[config.mk]
export PLATFORM = sky130hd
export DESIGN_NAME = restoring_divider_4_bit
export DESIGN_NICKNAME = d
export VERILOG_FILES = /design/src/rtl/restoring_divider_4_bit_pkg.sv /design/src/rtl/restoring_divider_4_bit_subtractor.sv /design/src/rtl/restoring_divider_4_bit.sv
export SDC_FILE = /design/constraint.sdc
export NUM_CORES = 1
export LEC_CHECK = 0
export ABC_CLOCK_PERIOD_IN_PS = 6050
export BUFFER_PORTS_ARGS = -buffer_cell sky130_fd_sc_hd__buf_2
export CAP_MARGIN = 20
export CORE_MARGIN = 2
export CORE_UTILIZATION = 45
export CTS_CLUSTER_SIZE = 8
export DETAILED_ROUTE_END_ITERATION = 10
export GPL_TIMING_DRIVEN = 0
export PLACE_DENSITY = 0.63
export SETUP_SLACK_MARGIN = 0.05
export SLEW_MARGIN = 0
export SYNTH_ARGS = -nofsm -noshare
export SYNTH_HDL_FRONTEND = slang
export SYNTH_SLANG_ARGS = --single-unit
[constraint.sdc]
create_clock -name clk -period 6.05 [get_ports clk]
set_clock_uncertainty 0.2 [all_clocks]
set_input_delay 0 -clock clk [delete_from_list [all_inputs] [get_ports clk]]
set_output_delay 0 -clock clk [all_outputs]
set_load 0.01 [all_outputs]
[src/rtl/restoring_divider_4_bit_pkg.sv]
// Shared definitions for the restoring divider: controller state encoding
// and the default operand width.
package restoring_divider_4_bit_pkg;

   localparam int DEFAULT_WIDTH = 4;

   typedef enum logic [1:0] {
      STATE_IDLE   = 2'd0,
      STATE_RUN    = 2'd1,
      STATE_FINISH = 2'd2
   } state_t;

endpackage

[src/rtl/restoring_divider_4_bit_subtractor.sv]
// Combinational ripple-borrow subtractor: DIFF = A - B - B_in, built as a
// chain of full subtractors; B_out is the borrow out of the top bit.
module ripple_borrow_subtractor #(
   parameter int WIDTH = 4
) (
   input  logic [WIDTH-1:0] A,
   input  logic [WIDTH-1:0] B,
   input  logic             B_in,
   output logic [WIDTH-1:0] DIFF,
   output logic             B_out
);

   logic [WIDTH:0] borrow;

   assign borrow[0] = B_in;

   // Each stage borrows when its minuend bit cannot cover subtrahend plus incoming borrow.
   for (genvar i = 0; i < WIDTH; i++) begin : g_stage
      assign DIFF[i]     = A[i] ^ B[i] ^ borrow[i];
      assign borrow[i+1] = (~A[i] & B[i]) | (~(A[i] ^ B[i]) & borrow[i]);
   end

   assign B_out = borrow[WIDTH];

endmodule

[src/rtl/restoring_divider_4_bit.sv]
// Sequential unsigned restoring divider producing one quotient bit per clock,
// with a start/done handshake and a sticky divide-by-zero result flag.
module restoring_divider_4_bit
   import restoring_divider_4_bit_pkg::*;
#(
   parameter int WIDTH = DEFAULT_WIDTH
) (
   input  logic             clk,
   input  logic             rst,
   input  logic             start,
   input  logic [WIDTH-1:0] DIVIDEND,
   input  logic [WIDTH-1:0] DIVISOR,
   output logic [WIDTH-1:0] QUOTIENT,
   output logic [WIDTH-1:0] REMAINDER,
   output logic             busy,
   output logic             done,
   output logic             DIV_BY_ZERO
);

   localparam int CNT_W = $clog2(WIDTH + 1);

   state_t           state;
   state_t           next_state;
   logic [CNT_W-1:0] cnt;
   logic [WIDTH:0]   rem_reg;
   logic [WIDTH-1:0] quo_reg;
   logic [WIDTH-1:0] div_reg;
   logic [WIDTH:0]   shifted_rem;
   logic [WIDTH:0]   trial_diff;
   logic [WIDTH:0]   next_rem;
   logic [WIDTH-1:0] next_quo;
   logic             trial_borrow;
   logic             accept;
   logic             last_iter;

   // {R,Q} shifted left by one: the quotient MSB moves into the remainder LSB.
   assign shifted_rem = (rem_reg << 1) | {{WIDTH{1'b0}}, quo_reg[WIDTH-1]};

   ripple_borrow_subtractor #(
      .WIDTH (WIDTH + 1)
   ) u_trial_sub (
      .A     (shifted_rem),
      .B     ({1'b0, div_reg}),
      .B_in  (1'b0),
      .DIFF  (trial_diff),
      .B_out (trial_borrow)
   );

   assign next_rem = trial_borrow ? shifted_rem : trial_diff;
   assign next_quo = {quo_reg[WIDTH-2:0], ~trial_borrow};

   always_ff @(posedge clk or posedge rst) begin
      if (rst) begin
         state <= STATE_IDLE;
      end else begin
         state <= next_state;
      end
   end

   // FINISH accepts a new start exactly like IDLE, enabling back-to-back divisions.
   always_comb begin
      next_state = state;
      accept     = 1'b0;
      last_iter  = 1'b0;
      busy       = 1'b0;
      done       = 1'b0;
      case (state)
         STATE_IDLE, STATE_FINISH: begin
            done = (state == STATE_FINISH);
            if (start) begin
               accept     = 1'b1;
               next_state = (DIVISOR == '0) ? STATE_FINISH : STATE_RUN;
            end else begin
               next_state = STATE_IDLE;
            end
         end
         STATE_RUN: begin
            busy      = 1'b1;
            last_iter = (cnt == CNT_W'(WIDTH - 1));
            if (last_iter) begin
               next_state = STATE_FINISH;
            end
         end
         default: next_state = STATE_IDLE;
      endcase
   end

   // Results load only on the edge entering FINISH, so partial values never leak out.
   always_ff @(posedge clk or posedge rst) begin
      if (rst) begin
         cnt         <= '0;
         rem_reg     <= '0;
         quo_reg     <= '0;
         div_reg     <= '0;
         QUOTIENT    <= '0;
         REMAINDER   <= '0;
         DIV_BY_ZERO <= 1'b0;
      end else if (accept) begin
         cnt     <= '0;
         rem_reg <= '0;
         quo_reg <= DIVIDEND;
         div_reg <= DIVISOR;
         if (DIVISOR == '0) begin
            QUOTIENT    <= '1;
            REMAINDER   <= DIVIDEND;
            DIV_BY_ZERO <= 1'b1;
         end
      end else if (state == STATE_RUN) begin
         cnt     <= cnt + CNT_W'(1);
         rem_reg <= next_rem;
         quo_reg <= next_quo;
         if (last_iter) begin
            QUOTIENT    <= next_quo;
            REMAINDER   <= next_rem[WIDTH-1:0];
            DIV_BY_ZERO <= 1'b0;
         end
      end
   end

endmodule

; Yosys cells after proc, flatten, opt, wreduce, memory -nomap -nowiden
; Cells that the tools add are included.
[op_classes]
reduce_logical = 6
bitwise = 28
mux = 28
eq_ne = 5
n_addsub = 1
[op_table]
columns = op, n
row1 = 4-bit 2-to-1 mux, 13
row2 = 1-bit 2-to-1 mux, 9
row3 = 1-bit NOT, 9
row4 = 1-bit bitwise AND, 8
row5 = 1-bit XOR, 7
row6 = 2-bit 2-to-1 mux, 3
row7 = 3-bit 2-to-1 mux, 2
row8 = 5-bit by 1-bit bitwise OR with 5-bit output, 1
row9 = 4-bit logical NOT, 1
row10 = 2-bit one-hot mux with 2 select lines, 1
row11 = 2-bit nonzero test, 2
row12 = "3-bit by 1-bit adder with 3-bit output, second input constant", 1
row13 = "3-bit by 2-bit equality test with 1-bit output, second input constant", 1
row14 = 1-bit bitwise OR, 3
row15 = 3-bit AND reduction, 1
row16 = "2-bit by 1-bit equality test with 1-bit output, second input constant", 1
row17 = "2-bit equality test, second input constant", 1
row18 = 2-bit logical NOT, 1
row19 = "2-bit by 1-bit != test with 1-bit output, second input constant", 1
row20 = "2-bit != test, second input constant", 1
row21 = 2-bit OR reduction, 1
[word_totals]
in_bits = 11
elab_cells = 76
regBits = 26

; Depth between registers and ports, before layout
[logic_depth]
depth_word = 14
depth_mapped = 11
mapped_depth_nobuf = 10

; By module
; A second synthesis with hierarchy kept.
[hier_totals]
cells_unflattened = 131
area_unflattened_um2 = 1387.6
[modules_own_cells]
columns = module, n_inst, cells_per_inst, area_per_inst_um2
row1 = restoring_divider_4_bit, 1, 114, 1242.4
row2 = ripple_borrow_subtractor, 1, 17, 145.1

; Least setup slack after synthesis
; OpenSTA, ideal clock, no wires.
[synth_timing]
path_kind = register to register
from = register quo_reg[3]
to = register REMAINDER[0]
path_slack_ns = 3.453
arrival_ns = 2.303
n_path_buf = 1
setup_time_ns = 0.094
stages_incl_launch_ff = 12
path_cell_list = dfrtp_1 -> inv_1 -> ha_1 -> inv_1 -> fa_1 -> inv_1 -> fa_1 -> fa_1 -> nor2b_1 -> buf_2 -> mux2_4 -> a221oi_2
[synth_via]
elab_chain_cells = 14
word_cells_on_any_way = 15
classes_between = mux: 4 / bitwise: 11
[synth_lines]
columns = item, line_no
row1 = "start, declared", restoring_divider_4_bit.sv:26  ; logic [WIDTH-1:0] quo_reg;
row2 = "start signal, assigned", restoring_divider_4_bit.sv:111  ; quo_reg <= next_quo;
row3 = 5-bit by 1-bit bitwise OR with 5-bit output *, restoring_divider_4_bit.sv:37  ; assign shifted_rem = (rem_reg << 1) | {{WIDTH{1'b0}}, quo_reg[WIDTH-1]};
row4 = 1-bit NOT, restoring_divider_4_bit_subtractor.sv:20  ; assign borrow[i+1] = (~A[i] & B[i]) | (~(A[i] ^ B[i]) & borrow[i]);
row5 = 1-bit bitwise AND (2 in series), restoring_divider_4_bit_subtractor.sv:20
row6 = 1-bit bitwise OR, restoring_divider_4_bit_subtractor.sv:20
row7 = 1-bit bitwise AND, restoring_divider_4_bit_subtractor.sv:20
row8 = 1-bit bitwise OR, restoring_divider_4_bit_subtractor.sv:20
row9 = 1-bit bitwise AND, restoring_divider_4_bit_subtractor.sv:20
row10 = 1-bit bitwise OR, restoring_divider_4_bit_subtractor.sv:20
row11 = 1-bit bitwise AND, restoring_divider_4_bit_subtractor.sv:20
row12 = 4-bit 2-to-1 mux *, restoring_divider_4_bit.sv:49  ; assign next_rem = trial_borrow ? shifted_rem : trial_diff;
row13 = 4-bit 2-to-1 mux *, restoring_divider_4_bit.sv:112  ; if (last_iter) begin
row14 = 4-bit 2-to-1 mux *, restoring_divider_4_bit.sv:108  ; end else if (state == STATE_RUN) begin
row15 = 4-bit 2-to-1 mux *, restoring_divider_4_bit.sv:98  ; end else if (accept) begin
row16 = "end signal, assigned", restoring_divider_4_bit.sv:114  ; REMAINDER <= next_rem[WIDTH-1:0];
row17 = "end, declared", restoring_divider_4_bit.sv:14  ; output logic [WIDTH-1:0] REMAINDER,
; Every way passes the cells marked *; elsewhere a longest branch is shown, timed or not. The select of a mux whose other input is x is not followed.
; A chain may end at the register's enable or synchronous reset.

; Worst setup path after layout
; Ends and elaborated chain as after synthesis.

==> results.md <==
- Ys Warns: 0
- Vias in the first global route: around 1,000
- Worst-path cell chain: inv_1 -> ha_1 -> inv_1 -> fa_1 -> inv_1 -> fa_1 -> fa_1 -> nor2b_1 -> buf_2 -> mux2_4 -> a221oi_2
- Most frequent cells in the layout: dfrtp_1 (26), buf_2 (25), nand2_1 (18), inv_1 (15), nor2_1 (12)
- Tcrit/Tclk final: 0.474
- Post-Route WL: roughly 2.7 mm
- Clock Tree Buf Depth: 2
- DR vias/cell: slightly above 5
- Placed cell areas: roughly 1500 sq um
- Total track usage: 0.181
- Worst skew pair latency: 0.32 ns
- Die height: around 58 microns
- Routability congestion estimate from global placement: 0.789
- Slowest-stage cell, CP: fa_1
- PD cells: between 500 and 600 nW/um^2
- Mean area per synthesized cell: a little over 10 sq um
- Critical Path RT: slightly above 6 ns
- Commonest non-fill, non-tap cell in the layout: dfrtp_1
- Outcome: completed
- Slowest Stage Delay on Critical Path: 0.42 ns
- Final worst path period need: between 2 and 3 ns
- DR vias: just over 1,000
- DRT antenna net count: 0
- Worst setup EP type: flip-flop
- Fin. Hold Viols: 0
- Input/output buffers: 21
- TNS Setup: 0 ns
- DRT iter0 DRCs: 21
- Drt wl/cell: approximately 13 microns
- Total die area: about 3400 sq um
- Mapped Area: 1320 sq um
- Clock root buffer: clkbuf_4
- Cell count after synthesis: 131
- Startpoint types: flip-flop
- Largest net degree at the start of global routing: 27
- DRT Pass-1 Iters: 4
- GRT Max-Usage Layer: met2
- Unrepaired setup endpoints after global routing: no
- Global route overflow: 0
- Die Wd: between 50 and 60 microns
- Leak: around 0.0008 uW
- Met2 Track Usage GR: 0.295
- Sequential area share after synthesis: 0.492
- Critical path data arrival time: 2.89 ns
- Final instance area: between 1500 and 2000 sq um
- Worst slew pin tran: between 0.3 and 0.4 ns
- Slew headroom: 0.793
- Slew Limit Fails: 0
- Share of layout cells above drive strength 1: 0.256
- Met1 usage: 0.254
- Initial core utilization: 0.475
- Fmax: around 0.35 GHz
- Synthesized net count: ~150
- Final setup viols: 0
- Ports: 22
- Count of cell types in the netlist: 37
- TritonCTS clock tree: done
- Overall Power: approximately 870 uW
- Worst hold slack: between 0.2 and 0.3 ns
- CTS Sinks: 26
- Area growth syn-to-layout: 25.3%
- Crit-path leading delay family: adder cells
- # DRC: 0
- Number of antenna violations at the first check in global routing: 0
- Total CTS buffers: 3
- Global-route wire length before repair: around 4.7 mm
- Worst path bufs/invs: 4
- Post-layout nets: roughly 190
- H-tree lvl count: 1
- FP Rows: 19
- WS Path Type: flip-flop to flip-flop
- FF+latch count, synth: 26
- Core Util, Final: 0.596
- Hpwl dp: roughly 1.9 mm
- Resized Gates After CTS: 0
- Maximum vdd drop: between 300 and 400 uV
- M3 GR Usage: 0.0313
- Worst-path clk slew: between 0.15 and 0.2 ns
- Max Cap Viol: 0
- Core ar.: between 2000 and 3000 sq um
- Largest fanout on the critical path: 8
- Ant. Diodes: 0
- Worst hold path type: input port to flip-flop
## metrics by stage
stage          setup WS [ns]  cells
2_1_floorplan           3.45    131
3_3_place_gp            3.28    183
3_5_place_dp            3.25    183
4_1_cts                 3.19    197
5_1_grt                 3.09    199
6_report                3.18    199
## cells in the mapped netlist
| cell type | instances | area share |
|---|---|---|
| a211oi_1 | 1 | 0.0057 |
| a211oi_2 | 1 | 0.0095 |
| a21oi_1 | 5 | 0.019 |
| a21oi_2 | 1 | 0.0066 |
| a221o_1 | 2 | 0.015 |
| a221oi_1 | 3 | 0.020 |
| a221oi_2 | 1 | 0.011 |
| a22o_1 | 1 | 0.0066 |
| a22oi_1 | 2 | 0.011 |
| a31oi_1 | 1 | 0.0047 |
| and3b_1 | 1 | 0.0066 |
| buf_2 | 4 | 0.015 |
| buf_4 | 1 | 0.0057 |
| buf_6 | 1 | 0.0085 |
| clkbuf_2 | 1 | 0.0038 |
| dfrtp_1 | 26 | 0.49 |
| fa_1 | 3 | 0.045 |
| ha_1 | 3 | 0.028 |
| inv_1 | 15 | 0.043 |
| inv_2 | 1 | 0.0028 |
| mux2_4 | 1 | 0.011 |
| mux2i_1 | 1 | 0.0076 |
| nand2_1 | 18 | 0.051 |
| nand2b_1 | 2 | 0.0095 |
| nand3_1 | 2 | 0.0076 |
| nand3b_1 | 1 | 0.0057 |
| nor2_1 | 12 | 0.034 |
| nor2b_1 | 3 | 0.014 |
| nor3_1 | 4 | 0.015 |
| nor3_2 | 1 | 0.0076 |
| nor4_4 | 1 | 0.016 |
| o211ai_1 | 2 | 0.011 |
| o21ai_0 | 4 | 0.015 |
| o22ai_1 | 1 | 0.0047 |
| o2bb2ai_1 | 1 | 0.0066 |
| or3b_2 | 2 | 0.013 |
| or4_4 | 1 | 0.0085 |
## report_power, final
group	total, uW	switching, uW	internal (uW)	leakage [uW]
Sequential	308	51.6	256	0.000304
Clock	119	51.6	66.9	0.0000279
Combinational	445	239	206	0.000470
Total	871	342	529	0.000802
## path summary, 6_finish.rpt
path | from | endpoint | slack, ns | cells after the start
worst min-delay path | DIVIDEND[0] | quo_reg[0] | 0.26 | 3
worst min register to register | div_reg[0] | div_reg[0] | 0.30 | 2
worst max-delay path | quo_reg[3] | REMAINDER[0] | 3.18 | 11
worst max register to register | quo_reg[3] | REMAINDER[0] | 3.18 | 11
max in group asynchronous | rst | REMAINDER[3] | 4.85 | 5
min in group asynchronous | rst | rem_reg[3] | 0.45 | 4
## final cells by class
type / instances / area (sq um)
Fill cell: 236 / 1120
Sequential cell: 26 / 651
Multi-Input combinational cell: 82 / 568
Timing Repair Buffer: 33 / 243
Inverter: 16 / 60.1
Buffer: 7 / 43.8
Tap cell: 31 / 38.8
Clock inverter: 1 / 30.0
Clock buffer: 3 / 22.5
## worst reg2reg max path, cell delays in order, from the launching register on
cell and delay, ns:
dfrtp_1 0.36, inv_1 0.06, ha_1 0.19, inv_1 0.06
fa_1 0.18, inv_1 0.06, fa_1 0.38, fa_1 0.42
nor2b_1 0.15, buf_2 0.17, mux2_4 0.32, a221oi_2 0.22
## repair_timing
item	in CTS	in global routing
endpoints found under the hold margin	44	1
hold buffers	10	1
buffers inserted	0	0
## cell families (layout without fill, tap and decap cells)
family | Yosys count | in the layout | synth area share
flip-flops | 26 | 26 | 0.492
buffers and inverters | 23 | 60 | 0.0785
AO/OA/AOI/OAI | 26 | 26 | 0.148
multiplexers | 2 | 2 | 0.0189
adder cells (fa/ha/maj) | 6 | 6 | 0.0738
AND/OR/NAND/NOR | 48 | 48 | 0.189
## metal layers
metal / up-vias / share of wire
li1: 516 / -
met1: 473 / 0.49
met2: 17 / 0.47
met3: 2 / 0.031
met4: 0 / 0.0071
met5: - / 0
(Power assumes the default switching activity.)
